==> config.mk <==
export PLATFORM = sky130hd
export DESIGN_NAME = kf_seq_flat
export DESIGN_NICKNAME = d
export VERILOG_FILES = /design/src/rtl/kf_seq_if.sv /design/src/rtl/kf_seq.sv /design/src/flat_wrapper.sv
export SDC_FILE = /design/constraint.sdc
export NUM_CORES = 2
export LEC_CHECK = 0
export ABC_AREA = 1
export CORE_AREA = 5 5 880 445
export CTS_BUF_LIST = sky130_fd_sc_hd__clkbuf_16
export DETAILED_ROUTE_END_ITERATION = 8
export DIE_AREA = 0 0 885 450
export PLACE_DENSITY = 0.49
export SYNTH_ARGS = -nofsm -noshare
export SYNTH_HDL_FRONTEND = slang
export SYNTH_SLANG_ARGS = --single-unit
==> constraint.sdc <==
create_clock -name clk -period 4 [get_ports clk]
set_clock_uncertainty 0.1 [all_clocks]
set_input_delay 0.8 -clock clk [delete_from_list [all_inputs] [get_ports clk]]
set_output_delay 0.8 -clock clk [all_outputs]
set_load 0.02 [all_outputs]
==> src/rtl/kf_seq_if.sv <==
// Operand stream carrying external values into the kf_core Data Bank.
// A beat transfers on a rising clk edge where in_valid and in_ready are both high.
interface kf_seq_if #(
    parameter int W = 24
);
    logic         in_valid;
    logic [W-1:0] in_data;
    logic         in_ready;

    modport master (output in_valid, output in_data, input in_ready);
    modport slave  (input in_valid, input in_data, output in_ready);
endinterface

==> src/rtl/kf_seq.sv <==
// Microcode sequencer driving kf_core: fetches instructions from a loadable program
// memory, issues AU ops, waits for au_done, and writes results/operands into the Data Bank.
module kf_seq #(
    parameter int W      = 24,
    parameter int ADDRW  = 6,
    parameter int PDEPTH = 64,
    parameter int PADDRW = 6,
    parameter int IW     = 40,
    parameter int TMO    = 255
) (
    input  logic              clk,
    input  logic              rst_n,
    input  logic              prog_we,
    input  logic [PADDRW-1:0] prog_addr,
    input  logic [IW-1:0]     prog_wdata,
    input  logic              start,
    input  logic              abort,
    output logic              busy,
    output logic              done,
    output logic              err,
    output logic [PADDRW-1:0] pc,
    kf_seq_if.slave           opnd,
    output logic [W-1:0]      DATA_IN,
    output logic [ADDRW-1:0]  CTL_A,
    output logic [ADDRW-1:0]  CTL_B,
    output logic [ADDRW-1:0]  DB_WADDR,
    output logic [ADDRW-1:0]  DIR_EXT,
    output logic              WRITE_REQ,
    output logic              READY_G,
    output logic              sel_dira,
    output logic              sel_dirb,
    output logic [1:0]        sel_data,
    output logic [1:0]        sel_write,
    output logic [1:0]        sel_R,
    output logic [1:0]        sel_S,
    output logic [1:0]        sel_I,
    output logic              inv_R,
    output logic              inv_S,
    output logic              au_start,
    output logic [1:0]        op_sel,
    output logic [1:0]        mul_y_sel,
    input  logic              au_done,
    output logic [3:0]        dbg_state
);

    typedef enum logic [3:0] {
        S_IDLE, S_FETCH, S_DISPATCH, S_ISSUE, S_WAIT, S_LOADW, S_WB, S_NEXT, S_FIN
    } state_t;

    localparam logic [1:0] C_AU   = 2'b00;
    localparam logic [1:0] C_LOAD = 2'b01;
    localparam logic [1:0] C_ZERO = 2'b10;

    localparam int                WDW     = $clog2(TMO + 1);
    localparam logic [WDW-1:0]    WD_LAST = WDW'(TMO - 1);
    localparam logic [PADDRW-1:0] PC_LAST = PADDRW'(PDEPTH - 1);

    state_t            state_q, state_d;
    logic [PADDRW-1:0] pc_q;
    logic [IW-1:0]     ir_q;
    logic              err_q;
    logic [WDW-1:0]    wd_q;
    logic [IW-1:0]     pmem [PDEPTH];
    logic              kill;
    logic              in_ready_c, write_c, au_start_c, done_c;
    logic              unused_rsvd;

    assign kill = abort && (state_q != S_IDLE);

    // Program memory can only change while the sequencer is parked.
    always_ff @(posedge clk) begin
        if (prog_we && state_q == S_IDLE) pmem[prog_addr] <= prog_wdata;
    end

    always_comb begin
        state_d    = state_q;
        in_ready_c = 1'b0;
        write_c    = 1'b0;
        au_start_c = 1'b0;
        done_c     = 1'b0;
        case (state_q)
            S_IDLE:     if (start) state_d = S_FETCH;
            S_FETCH:    state_d = S_DISPATCH;
            S_DISPATCH: begin
                case (ir_q[39:38])
                    C_AU:    state_d = S_ISSUE;
                    C_LOAD:  state_d = S_LOADW;
                    C_ZERO:  state_d = S_WB;
                    default: state_d = S_FIN;
                endcase
            end
            S_ISSUE: begin
                au_start_c = 1'b1;
                state_d    = S_WAIT;
            end
            S_WAIT: begin
                if (au_done)             state_d = S_WB;
                else if (wd_q == WD_LAST) state_d = S_FIN;
            end
            S_LOADW: begin
                in_ready_c = 1'b1;
                if (opnd.in_valid) begin
                    write_c = 1'b1;
                    state_d = S_NEXT;
                end
            end
            S_WB: begin
                write_c = 1'b1;
                state_d = S_NEXT;
            end
            S_NEXT: state_d = (pc_q == PC_LAST) ? S_FIN : S_FETCH;
            S_FIN: begin
                done_c  = 1'b1;
                state_d = S_IDLE;
            end
            default: state_d = S_IDLE;
        endcase
        // Abort squashes every side effect of the current cycle, including handshakes.
        if (kill) begin
            state_d    = S_IDLE;
            in_ready_c = 1'b0;
            write_c    = 1'b0;
            au_start_c = 1'b0;
            done_c     = 1'b0;
        end
    end

    always_ff @(posedge clk or negedge rst_n) begin
        if (!rst_n) begin
            state_q <= S_IDLE;
            pc_q    <= '0;
            ir_q    <= '0;
            err_q   <= 1'b0;
            wd_q    <= '0;
        end else begin
            state_q <= state_d;
            if (!kill) begin
                case (state_q)
                    S_IDLE: begin
                        if (start) begin
                            pc_q  <= '0;
                            err_q <= 1'b0;
                        end
                    end
                    S_FETCH: ir_q <= pmem[pc_q];
                    S_ISSUE: wd_q <= '0;
                    S_WAIT: begin
                        if (!au_done) begin
                            wd_q <= wd_q + 1'b1;
                            if (wd_q == WD_LAST) err_q <= 1'b1;
                        end
                    end
                    S_NEXT: if (pc_q != PC_LAST) pc_q <= pc_q + 1'b1;
                    default: ;
                endcase
            end
        end
    end

    always_comb begin
        case (ir_q[39:38])
            C_AU:    sel_data = 2'd1;
            C_LOAD:  sel_data = 2'd0;
            C_ZERO:  sel_data = 2'd2;
            default: sel_data = 2'd0;
        endcase
    end

    assign busy          = (state_q != S_IDLE);
    assign done          = done_c;
    assign err           = err_q;
    assign pc            = pc_q;
    assign opnd.in_ready = in_ready_c;
    assign WRITE_REQ     = write_c;
    assign au_start      = au_start_c;
    assign dbg_state     = state_q;

    assign DATA_IN   = opnd.in_data;
    assign DB_WADDR  = ir_q[37:32];
    assign CTL_A     = ir_q[31:26];
    assign CTL_B     = ir_q[25:20];
    assign sel_R     = ir_q[19:18];
    assign sel_S     = ir_q[17:16];
    assign inv_R     = ir_q[15];
    assign inv_S     = ir_q[14];
    assign sel_I     = ir_q[13:12];
    assign op_sel    = ir_q[11:10];
    assign mul_y_sel = ir_q[9:8];

    assign DIR_EXT   = '0;
    assign sel_dira  = 1'b0;
    assign sel_dirb  = 1'b0;
    assign sel_write = 2'b00;
    assign READY_G   = 1'b1;

    assign unused_rsvd = ^ir_q[7:0];

endmodule
==> src/flat_wrapper.sv <==
// flat-port wrapper written by rule: the top's interface ports become plain ports
module kf_seq_flat 
#(
    parameter int W      = 24,
    parameter int ADDRW  = 6,
    parameter int PDEPTH = 64,
    parameter int PADDRW = 6,
    parameter int IW     = 40,
    parameter int TMO    = 255
)
  (clk, rst_n, prog_we, prog_addr, prog_wdata, start, abort, busy, done, err, pc, DATA_IN, CTL_A, CTL_B, DB_WADDR, DIR_EXT, WRITE_REQ, READY_G, sel_dira, sel_dirb, sel_data, sel_write, sel_R, sel_S, sel_I, inv_R, inv_S, au_start, op_sel, mul_y_sel, au_done, dbg_state, opnd_in_valid, opnd_in_data, opnd_in_ready);
  kf_seq_if #(.W(W)) opnd_i ();
  input  logic clk;
  input  logic rst_n;
  input  logic prog_we;
  input  logic [PADDRW-1:0] prog_addr;
  input  logic [IW-1:0] prog_wdata;
  input  logic start;
  input  logic abort;
  output logic busy;
  output logic done;
  output logic err;
  output logic [PADDRW-1:0] pc;
  output logic [W-1:0] DATA_IN;
  output logic [ADDRW-1:0] CTL_A;
  output logic [ADDRW-1:0] CTL_B;
  output logic [ADDRW-1:0] DB_WADDR;
  output logic [ADDRW-1:0] DIR_EXT;
  output logic WRITE_REQ;
  output logic READY_G;
  output logic sel_dira;
  output logic sel_dirb;
  output logic [1:0] sel_data;
  output logic [1:0] sel_write;
  output logic [1:0] sel_R;
  output logic [1:0] sel_S;
  output logic [1:0] sel_I;
  output logic inv_R;
  output logic inv_S;
  output logic au_start;
  output logic [1:0] op_sel;
  output logic [1:0] mul_y_sel;
  input  logic au_done;
  output logic [3:0] dbg_state;
  input wire logic [$bits(opnd_i.in_valid)-1:0] opnd_in_valid;
  input wire logic [$bits(opnd_i.in_data)-1:0] opnd_in_data;
  output wire logic [$bits(opnd_i.in_ready)-1:0] opnd_in_ready;
  assign opnd_i.in_valid = opnd_in_valid;
  assign opnd_i.in_data = opnd_in_data;
  assign opnd_in_ready = opnd_i.in_ready;
  kf_seq #(.W(W), .ADDRW(ADDRW), .PDEPTH(PDEPTH), .PADDRW(PADDRW), .IW(IW), .TMO(TMO)) u_core (.clk(clk), .rst_n(rst_n), .prog_we(prog_we), .prog_addr(prog_addr), .prog_wdata(prog_wdata), .start(start), .abort(abort), .busy(busy), .done(done), .err(err), .pc(pc), .opnd(opnd_i), .DATA_IN(DATA_IN), .CTL_A(CTL_A), .CTL_B(CTL_B), .DB_WADDR(DB_WADDR), .DIR_EXT(DIR_EXT), .WRITE_REQ(WRITE_REQ), .READY_G(READY_G), .sel_dira(sel_dira), .sel_dirb(sel_dirb), .sel_data(sel_data), .sel_write(sel_write), .sel_R(sel_R), .sel_S(sel_S), .sel_I(sel_I), .inv_R(inv_R), .inv_S(inv_S), .au_start(au_start), .op_sel(op_sel), .mul_y_sel(mul_y_sel), .au_done(au_done), .dbg_state(dbg_state));
endmodule
==> metrics.yaml <==
relSlewSlack_pct: 6.28
reg2regPathDepth: 13
die_area_um2: 398000
rrSetupSlack_ns: 0.39
routedWlPerCell_um: 22.9
overflow: 0
syn_avg_cell_area_um2: 11.0
drive_above_1_share_pct: 8.06
outcome: "complete, no violations"
fin_tns_setup_ns: 0
grt_pass1_wl_mm: 425
grt_pass1_vias: 55300
critPathBufInv: 2
nets: 8132
clock_latency_ns: 0.87
final-setup-viol-count: 0
clk_pin_slew_ns: 0.07
peakVddDrop_mv: 0.298
start_util_pct: 22.9
postSynthCellCount: 7986
final_hold_viol_count: 0
endpoint: "pc[0]"
rows: 161
synth_top_area_share_pct: 70.1
worstMarginPinSlew_ns: 1.41
synthTopCellsByArea: "edfxtp_1 (70%), nand2_1 (12%), nand3_1 (8.6%), inv_1 (2.5%), dfrtp_1 (1.5%)"
numCtsBuffers: 179
syn_area_um2: 87800
dp.cells: 13000
htreeDepth: 4
grt_usage_pct: 14.7
cts.path.max_buffers: 4
placed_area_um2: 96500
leakage_uw: 0.0378
cp_max_fo: 17
slowest_stage: "dfrtp_4"
clock-sinks: 2099
cp-start-kind: "register"
rsz0062_at_grt: "false"
vias: 60100
reg2reg_to: "u_core.ir_q[9]"
core_um2: 383000
io_buffers: 92
cts_setup_buffers: 0
post-dp-hpwl_mm: 182
grt_max_degree: 120
final-max-slew-violation-count: 0
yosysSeqAreaShare_pct: 71.5
die_x_um: 885
pin_count: 160
yosys_warnings: 0
drt-total-wl_mm: 305
crit_start: "u_core.pc[0]"
crit_required_ns: 3.10
synth_top_area_cell: "edfxtp_1"
cpPeakStageDelay_ns: 0.86
fmax_mhz: 272
stdcell_count: 13300
drt_first_pass_iters: 6
drt_iter0_markers: 8827
period_minus_slack_ns: 3.67
critPathTopFamily: "buffers and inverters"
area_growth_pct: 16.3
drc: 0
crit_arrival_ns: 2.77
ctsRootBufferMaster: "clkbuf_16"
cp_num_cells: 2
postRouteAntennaNets: 0
synth_cell_type_count: 35
hold_class: "in -> reg"
fin_area_um2: 102000
path_cells: "buf_4, clkdlybuf4s50_1"
synth.ff_latch_count: 2099
p_per_area_nw_per_um2: 492
gp_congestion: 0.826
period_share_pct: 91.8
end_kind: "output port"
dieHeight_um: 450
critPathKind: "reg -> out"
cts_tree: "done"
rr_startpoint: "u_core.pc[0]"
grt_antenna_before_repair: 41
viasPerCell: 4.51
final_util_pct: 26.6
drv_cap: 0
==> cell families after synthesis <==
family	after synthesis	share of synthesized area (%)
other cells	2	0.00856
xor+xnor	3	0.0299
compound gates	63	0.375
simple gates	4716	22.5
buf+inv	1095	5.51
fa+ha+maj	8	0.114
flops	2099	71.5
==> metrics by stage <==
stage / total power (µW) / worst slack (ns) / hold slack, ns
after CTS: 50500 / 0.258 / 0.0785
after detailed placement: 33000 / 0.565 / 0.411
after global placement: 32900 / 0.568 / 0.403
after floorplan: 29900 / 0.670 / 0.388
final: 50200 / 0.328 / 0.145
after global routing: 52300 / 0.214 / 0.0916
==> worst register-to-register path: stages, from the launching register on <==
cell and delay (ns):
dfrtp_4 0.86, inv_16 0.30, buf_12 0.37, buf_12 0.20, nand2_1 0.11, nand3_1 0.06
nand3_1 0.12, nand2_1 0.07, nand2_1 0.09, nand3_1 0.58, nand2_1 0.42, nor2_1 0.07
nor2_1 0.13, nor2_1 0.05
==> cell usage in the layout, fill, tap and decap left out, types with 36 or more instances in the layout <==
master | synthesis | routed
buf_12 | 0 | 112
nand2_1 | 2882 | 2882
clkbuf_16 | 0 | 185
nand3_1 | 1508 | 1508
inv_1 | 578 | 618
buf_4 | 102 | 179
dfrtp_1 | 51 | 46
clkinv_1 | 1 | 36
o21ai_0 | 39 | 39
edfxtp_1 | 2048 | 2048
nor2_4 | 0 | 65
clkdlybuf4s50_1 | 0 | 59
nor2_1 | 273 | 208
==> where the power goes <==
part,internal (µW),switching (µW)
combinational,2190,5700
clock,9330,8330
sequential,24400,224
==> state kept, by name (all words and copies together) (netlist names) <==
register and cells:
u_core.pmem 2048, u_core.ir_q 32, u_core.wd_q 8, u_core.pc 6, u_core.dbg_state 4, u_core.err 1
==> synth_stat cells, drive strengths merged <==
library cell	count
o31ai	1
buf	395
o21ai	44
nor3	14
ha	8
nand4	2
xor2	3
nand3b	1
o22ai	2
and2	2
clkbuf	116
dfrtp	51
nand2	2884
nand3	1508
inv	583
nor2	275
a211oi	1
o211ai	2
clkinv	1
conb	2
edfxtp	2048
or2	30
a31oi	1
a21oi	12
==> layer usage <==
layer  share of wire [%]  global-route usage, %  routed length, µm
met1                  49                   23.7             148000
met2                  38                   18.9             115000
met3                  12                   4.43              37000
met4                 1.5                   2.25               4630
met5              0.0039                      0                 12
==> worst min-delay path by stage <==
| stage | start | end | slack, ns | cells after the start |
|---|---|---|---|---|
| after floorplan | u_core.wd_q[4] | u_core.wd_q[4] | 0.39 | 2 |
| after global placement | u_core.wd_q[4] | u_core.wd_q[4] | 0.40 | 2 |
| after detailed placement | u_core.wd_q[4] | u_core.wd_q[4] | 0.41 | 2 |
| after CTS | prog_wdata[18] | u_core.pmem[58][18] | 0.08 | 1 |
| after global routing | prog_wdata[18] | u_core.pmem[58][18] | 0.09 | 1 |
| final | prog_wdata[18] | u_core.pmem[58][18] | 0.15 | 1 |
==> layout make-up <==
type,count,area [µm²]
timing repair buffer,382,4340
tap,5134,6420
clock buffer,185,4630
fill,39600,281000
inverter,584,2230
sequential,2099,62800
multi-input combinational,4801,20700
antenna,11,27.5
clock inverter,126,948
==> repair_timing <==
action                                 CTS  global route
hold buffers                             1             0
resized for setup                        0             0
endpoints found under the hold margin   17             0
No activity file was read; power rests on OpenSTA's default activity.
